## config.mk

```make
export PLATFORM = sky130hd
export DESIGN_NAME = o_buf_drain
export DESIGN_NICKNAME = d
export VERILOG_FILES = /design/src/rtl/o_buf_pkg.sv /design/src/rtl/o_drain_fifo.sv /design/src/rtl/o_buf_drain.sv
export SDC_FILE = /design/constraint.sdc
export NUM_CORES = 1
export LEC_CHECK = 0
export CORE_ASPECT_RATIO = 1.5
export CORE_MARGIN = 1.5
export CORE_UTILIZATION = 53
export DETAILED_ROUTE_END_ITERATION = 8
export MAX_ROUTING_LAYER = met4
export PLACE_DENSITY_LB_ADDON = 0.25
export SYNTH_ARGS = -nofsm -noshare
export SYNTH_HDL_FRONTEND = slang
export SYNTH_SLANG_ARGS = --single-unit
```

## constraint.sdc

```tcl
create_clock -name clk -period 3.1 [get_ports clk]
set_input_delay 0.775 -clock clk [delete_from_list [all_inputs] [get_ports clk]]
set_output_delay 0.775 -clock clk [all_outputs]
set_load 0.05 [all_outputs]
```

## src/rtl/o_buf_pkg.sv

```systemverilog
// rtl/o_buf_pkg.sv - shared constants and drain state type for the output-buffer drain engine
// Contents:
//   ARRAY_M, OUT_WIDTH, RAM_SIZE, ADDR_WIDTH, COL_IDX_WIDTH - buffer geometry
//   drain_state_e - IDLE / ISSUE / DRAIN / DONE
package o_buf_pkg;

    localparam int ARRAY_M       = 8;
    localparam int OUT_WIDTH     = 32;
    localparam int RAM_SIZE      = 256;
    localparam int ADDR_WIDTH    = $clog2(RAM_SIZE);
    localparam int COL_IDX_WIDTH = $clog2(ARRAY_M);

    typedef enum logic [1:0] {
        IDLE  = 2'd0,
        ISSUE = 2'd1,
        DRAIN = 2'd2,
        DONE  = 2'd3
    } drain_state_e;

endpackage

```

## src/rtl/o_drain_fifo.sv

```systemverilog
// rtl/o_drain_fifo.sv - synchronous FIFO holding read data between the buffer and the output stream
// Ports:
//   clk, reset     - clock, asynchronous active-low reset (clears storage, pointers, count)
//   push/push_data - write one entry; ignored when full unless a pop happens in the same cycle
//   pop            - remove the head entry; ignored when empty
//   head           - current head entry
//   count          - number of valid entries (0..DEPTH)
module o_drain_fifo #(
    parameter int DEPTH = 4,
    parameter int WIDTH = 32
) (
    input  logic                         clk,
    input  logic                         reset,
    input  logic                         push,
    input  logic [WIDTH-1:0]             push_data,
    input  logic                         pop,
    output logic [WIDTH-1:0]             head,
    output logic [$clog2(DEPTH+1)-1:0]   count
);
    localparam int PTR_W = $clog2(DEPTH);
    localparam int CNT_W = $clog2(DEPTH + 1);

    logic [WIDTH-1:0] mem [DEPTH];
    logic [PTR_W-1:0] wr_ptr;
    logic [PTR_W-1:0] rd_ptr;
    logic             wr_ok;
    logic             rd_ok;

    assign rd_ok = pop && (count != '0);
    // A full FIFO still accepts a write when the head leaves in the same cycle.
    assign wr_ok = push && ((count != CNT_W'(DEPTH)) || rd_ok);
    assign head  = mem[rd_ptr];

    always_ff @(posedge clk or negedge reset) begin
        if (!reset) begin
            for (int i = 0; i < DEPTH; i++) begin
                mem[i] <= '0;
            end
            wr_ptr <= '0;
            rd_ptr <= '0;
            count  <= '0;
        end else begin
            if (wr_ok) begin
                mem[wr_ptr] <= push_data;
                wr_ptr      <= (wr_ptr == PTR_W'(DEPTH - 1)) ? '0 : wr_ptr + PTR_W'(1);
            end
            if (rd_ok) begin
                rd_ptr <= (rd_ptr == PTR_W'(DEPTH - 1)) ? '0 : rd_ptr + PTR_W'(1);
            end
            case ({wr_ok, rd_ok})
                2'b10:   count <= count + CNT_W'(1);
                2'b01:   count <= count - CNT_W'(1);
                default: count <= count;
            endcase
        end
    end

endmodule

```

## src/rtl/o_buf_drain.sv

```systemverilog
// rtl/o_buf_drain.sv - read-side drain engine streaming a rectangular output-buffer region column-major
// Optional build macro: O_DRAIN_LAST_EN adds m_last (final beat of each column) and m_last_all (final beat of drain).
// Ports:
//   clk, reset                        - clock, asynchronous active-low reset
//   start, base_addr, num_rows, num_cols - launch a drain (sampled in IDLE only)
//   busy, done                        - drain in progress / one-cycle completion pulse
//   ram_idx, read_addr, data_read     - buffer read port (data RD_LAT cycles after address)
//   m_data, m_valid, m_ready          - output stream
module o_buf_drain
    import o_buf_pkg::*;
#(
    parameter int RD_LAT     = 1,
    parameter int FIFO_DEPTH = 4
) (
    input  logic                     clk,
    input  logic                     reset,
    input  logic                     start,
    input  logic [ADDR_WIDTH-1:0]    base_addr,
    input  logic [ADDR_WIDTH:0]      num_rows,
    input  logic [COL_IDX_WIDTH:0]   num_cols,
    output logic                     busy,
    output logic                     done,
    output logic [COL_IDX_WIDTH-1:0] ram_idx,
    output logic [ADDR_WIDTH-1:0]    read_addr,
    input  logic [OUT_WIDTH-1:0]     data_read,
    output logic [OUT_WIDTH-1:0]     m_data,
    output logic                     m_valid,
    input  logic                     m_ready
`ifdef O_DRAIN_LAST_EN
    ,
    output logic                     m_last,
    output logic                     m_last_all
`endif
);
    localparam int CNT_W = $clog2(FIFO_DEPTH + 1);
    localparam int ROW_W = ADDR_WIDTH + 1;
    localparam int COL_W = COL_IDX_WIDTH + 1;
`ifdef O_DRAIN_LAST_EN
    localparam int FIFO_W = OUT_WIDTH + 2;
`else
    localparam int FIFO_W = OUT_WIDTH;
`endif
    localparam logic [COL_W-1:0] COLS_MAX = COL_W'(ARRAY_M);

    drain_state_e state, state_next;

    logic [ADDR_WIDTH-1:0]    base_q, cur_addr, last_addr_q;
    logic [ROW_W-1:0]         rows_q, row_cnt;
    logic [COL_W-1:0]         cols_q, cols_clamped;
    logic [COL_IDX_WIDTH-1:0] col_cnt, last_col_q;
    logic [RD_LAT-1:0]        tag_q, tag_next;
    logic [CNT_W-1:0]         inflight, fifo_count;
    logic                     credit_ok, issue, row_end, col_end, push, pop;
    logic [FIFO_W-1:0]        push_data, head;

    assign cols_clamped = (num_cols > COLS_MAX) ? COLS_MAX : num_cols;
    assign cur_addr     = base_q + row_cnt[ADDR_WIDTH-1:0];
    assign row_end      = (row_cnt == rows_q - ROW_W'(1));
    assign col_end      = ({1'b0, col_cnt} == cols_q - COL_W'(1));

    always_comb begin
        inflight = '0;
        for (int i = 0; i < RD_LAT; i++) begin
            inflight = inflight + CNT_W'(tag_q[i]);
        end
    end

    // Every issued read already owns a FIFO slot, so pushes can never overflow.
    assign credit_ok = ({1'b0, inflight} + {1'b0, fifo_count}) < (CNT_W + 1)'(FIFO_DEPTH);

    always_comb begin
        state_next = state;
        issue      = 1'b0;
        case (state)
            IDLE: begin
                if (start) begin
                    state_next = (num_rows == '0 || cols_clamped == '0) ? DONE : ISSUE;
                end
            end
            ISSUE: begin
                issue = credit_ok;
                if (credit_ok && row_end && col_end) begin
                    state_next = DRAIN;
                end
            end
            DRAIN: begin
                // Leave as the final word is accepted so done lands right after the last beat.
                if (inflight == '0 && (fifo_count == '0 || (fifo_count == CNT_W'(1) && pop))) begin
                    state_next = DONE;
                end
            end
            DONE: begin
                state_next = IDLE;
            end
            default: begin
                state_next = IDLE;
            end
        endcase
    end

    always_comb begin
        tag_next    = tag_q << 1;
        tag_next[0] = issue;
    end

    always_ff @(posedge clk or negedge reset) begin
        if (!reset) begin
            state       <= IDLE;
            base_q      <= '0;
            rows_q      <= '0;
            cols_q      <= '0;
            row_cnt     <= '0;
            col_cnt     <= '0;
            last_addr_q <= '0;
            last_col_q  <= '0;
            tag_q       <= '0;
        end else begin
            state <= state_next;
            tag_q <= tag_next;
            if (state == IDLE && start) begin
                base_q  <= base_addr;
                rows_q  <= num_rows;
                cols_q  <= cols_clamped;
                row_cnt <= '0;
                col_cnt <= '0;
            end
            if (issue) begin
                last_addr_q <= cur_addr;
                last_col_q  <= col_cnt;
                if (row_end) begin
                    row_cnt <= '0;
                    col_cnt <= col_cnt + COL_IDX_WIDTH'(1);
                end else begin
                    row_cnt <= row_cnt + ROW_W'(1);
                end
            end
        end
    end

    // The port shows the address being issued; between issues it keeps the last one.
    assign read_addr = issue ? cur_addr : last_addr_q;
    assign ram_idx   = issue ? col_cnt  : last_col_q;
    assign busy      = (state == ISSUE) || (state == DRAIN);
    assign done      = (state == DONE);

    assign push    = tag_q[RD_LAT-1];
    assign m_valid = (fifo_count != '0);
    assign pop     = m_valid && m_ready;

`ifdef O_DRAIN_LAST_EN
    logic [RD_LAT-1:0] lcol_q, lcol_next, lall_q, lall_next;

    always_comb begin
        lcol_next    = lcol_q << 1;
        lcol_next[0] = issue && row_end;
        lall_next    = lall_q << 1;
        lall_next[0] = issue && row_end && col_end;
    end

    always_ff @(posedge clk or negedge reset) begin
        if (!reset) begin
            lcol_q <= '0;
            lall_q <= '0;
        end else begin
            lcol_q <= lcol_next;
            lall_q <= lall_next;
        end
    end

    assign push_data  = {lcol_q[RD_LAT-1], lall_q[RD_LAT-1], data_read};
    assign m_last     = head[FIFO_W-1];
    assign m_last_all = head[FIFO_W-2];
    assign m_data     = head[OUT_WIDTH-1:0];
`else
    assign push_data = data_read;
    assign m_data    = head;
`endif

    o_drain_fifo #(
        .DEPTH (FIFO_DEPTH),
        .WIDTH (FIFO_W)
    ) u_fifo (
        .clk       (clk),
        .reset     (reset),
        .push      (push),
        .push_data (push_data),
        .pop       (pop),
        .head      (head),
        .count     (fifo_count)
    );

endmodule

```

==> reports/qor.txt <==
Status - finished, violations left
Violated checks - negative setup slack
Fin cells - 975
Port bufs - 102
Worst r2r path cells - 8
Ys flop type - dfrtp_1
CTS Root Cell - clkbuf_16
Hold buffers post-CTS - 0
First-pass GRT wire length - 31100 µm
RSZ-0062 raised after global routing - true
Post-synthesis register bit count - 182
Num rows - 57
Initial antenna violation count - 0
Synth Warn # - 0
CTS tree - done
Syn-to-layout area delta - 30.2%
Fin crit share - 104%
Area share of the largest cell type after synthesis - 52.6%
Setup violators final - 4
Asr flop ratio synth - 100%
Fraction of layout instances using a drive strength above 1 - 39.7%
Reg2reg end - state[1]
IO Count - 103
Top cells by area, synth - dfrtp_1, mux2_2, mux4_2
CP arrival - 2.46 ns
Vias post-DR - 5594
Core Util, Final - 69.9%
Post-synthesis area per instance - 13.5 µm²
Worst slew pin tran - 0.825 ns
Worst endpoint required time - 2.32 ns
Worst r2r src - rows_q[0]
VDD IR max - 0.718 mV
Leakage - 0.00495 µW
Number of global-route vias before repair - 6203
Clk sinks - 182
Routed wire per std cell - 19.2 µm
Count of cell types in the netlist - 51
Crit Path Max Fanout - 3
Worst-Skew Late Latency - 0.43 ns
Most frequent cells in the layout - dfrtp_1, mux2_2, clkdlybuf4s50_1
Residual DRC - 0
Slew Limit Fails - 0
Maximum Capacitance Violations - 0
Antenna cells - 0
Detailed Routing Iterations Pass 1 - 4
Min-Delay Path Class - in -> async
CP Launch Type - register
Hpwl dp - 12800 µm
GRT Overall Usage - 24.3%
# placed instances - 934
Setup WS post-layout - -0.131 ns
Final wirelength - 18700 µm
Number of flops mapped to enable cells by yosys - 0
Cell Pwr Density - 1300 nW/µm²
Netlist Area Pre-Place - 8650 µm²
Grt ovf - 0
Maximum clock rate - 0.310 GHz
CP endpoint kind - output pin
Critical path class - reg -> out
Die ar. - 17100 µm²
H-tree levels - 4
Initial Utilization - 53.7%
Total CTS buffers - 17
Via density - 5.74
Pin count of the biggest net entering global routing - 75
Clock tree buffer depth - 2
Die H - 159 µm
# nets final - 840
Die width - 107 µm
Flop2flop setup slack - 0.25 ns
Cells after Synth - 640
Fin crit period - 3.23 ns
Post-synth top area cell - dfrtp_1
Setup Skew - 0.00795 ns
Remaining antenna violation count - 0
Syn Nets - 724
Most common cell after layout, fill and taps aside - dfrtp_1
Core area - 16100 µm²
CTS clk-pin slew, worst paths - 0.07 ns
Hold Violations, Final - 0
GP Congestion - 0.853
DR iter-0 viols - 190
Max-slew headroom - 45.0%
Seq/Total Area, Yosys - 52.6%
[critical path, cell delays in order, from the launching register on]
cell and delay (ns):
dfrtp_2 0.42, buf_4 0.15, inv_1 0.06, fa_2 0.21, nor2b_2 0.05, o21ai_2 0.17
a21oi_2 0.09, o21a_1 0.20, o21a_1 0.19, o31ai_4 0.29, buf_12 0.18
[through the flow]
| step | setup TNS [ns] | total power, µW | area, µm² | hold WS, ns | setup slack [ns] |
|---|---|---|---|---|---|
| global placement | 0 | 11900 | 10500 | 0.481 | 0.224 |
| global route | -0.747 | 15400 | 11300 | 0.400 | -0.245 |
| floorplan | -0.0515 | 8880 | 8670 | 0.473 | -0.0515 |
| finish | -0.256 | 14700 | 11300 | 0.370 | -0.131 |
| CTS | -0.307 | 14700 | 11200 | 0.381 | -0.144 |
| detailed placement | 0 | 12200 | 10500 | 0.487 | 0.105 |
[registers in the layout, indices dropped and copies added, names as in the netlist]
name / count
u_fifo.mem: 128
u_fifo.count: 3
row_cnt: 9
rows_q: 9
state: 2
col_cnt: 3
base_q: 8
u_fifo.wr_ptr: 2
push: 1
u_fifo.rd_ptr: 2
last_addr_q: 8
last_col_q: 3
cols_q: 4
[worst max-delay path by stage]
| stage | from | end | cells after the start |
|---|---|---|---|
| floorplan | row_cnt[0] | read_addr[6] | 9 |
| global placement | row_cnt[0] | read_addr[6] | 10 |
| detailed placement | row_cnt[1] | read_addr[6] | 9 |
| CTS | base_q[0] | read_addr[6] | 10 |
| global route | row_cnt[0] | read_addr[6] | 10 |
| finish | row_cnt[1] | read_addr[6] | 10 |
[metal layers]
metal	track usage, %	part of all wire, %	up-vias
li1	-	-	2547
met1	26.4	38	2903
met2	43.3	57	117
met3	5.85	3.6	27
met4	7.42	1.5	0
met5	-	0	-
[what timing repair did]
action / in CTS / in global routing
setup buffers: 5 / 4
gates resized for setup: 9 / 8
endpoints found under the setup margin: 11 / 5
pin swaps: 7 / 7
[kinds of logic (layout without fill, tap and decap cells)]
logic type      Yosys count  in the layout  synth area share [%]
compound gates           56             56                  4.35
xor+xnor                 23             23                  2.33
fa+ha+maj                28             28                  4.11
buf+inv                  52            181                  2.27
flops                   182            182                  52.6
mux                     184            184                  28.0
simple gates            115            115                  6.28
[final cells by class]
cell class	count	area, µm²
Clock buffer	18	439
Clock inverter	14	221
Fill cell	1099	4850
Inverter	22	82.6
Multi-Input combinational cell	406	3990
Sequential cell	182	4560
Tap cell	206	258
Timing Repair Buffer	127	1720
[cells in the mapped netlist (4+ instances only)]
cell	count
nand2_1	51
nand3_1	6
nor2_1	20
ha_1	26
buf_1	16
nand2b_1	7
nor3_1	11
inv_1	22
mux4_2	32
a21oi_1	4
o21ai_0	21
mux2_2	147
o211ai_1	4
xor2_1	11
clkbuf_1	13
mux2i_1	5
dfrtp_1	182
xnor2_1	12
[where the power goes]
| group | leakage [µW] | internal [µW] | switching [µW] |
|---|---|---|---|
| clock network | 0.000325 | 1460 | 928 |
| logic | 0.00238 | 4110 | 3990 |
| registers | 0.00224 | 3480 | 713 |
Power figures use the tool's default switching activity.
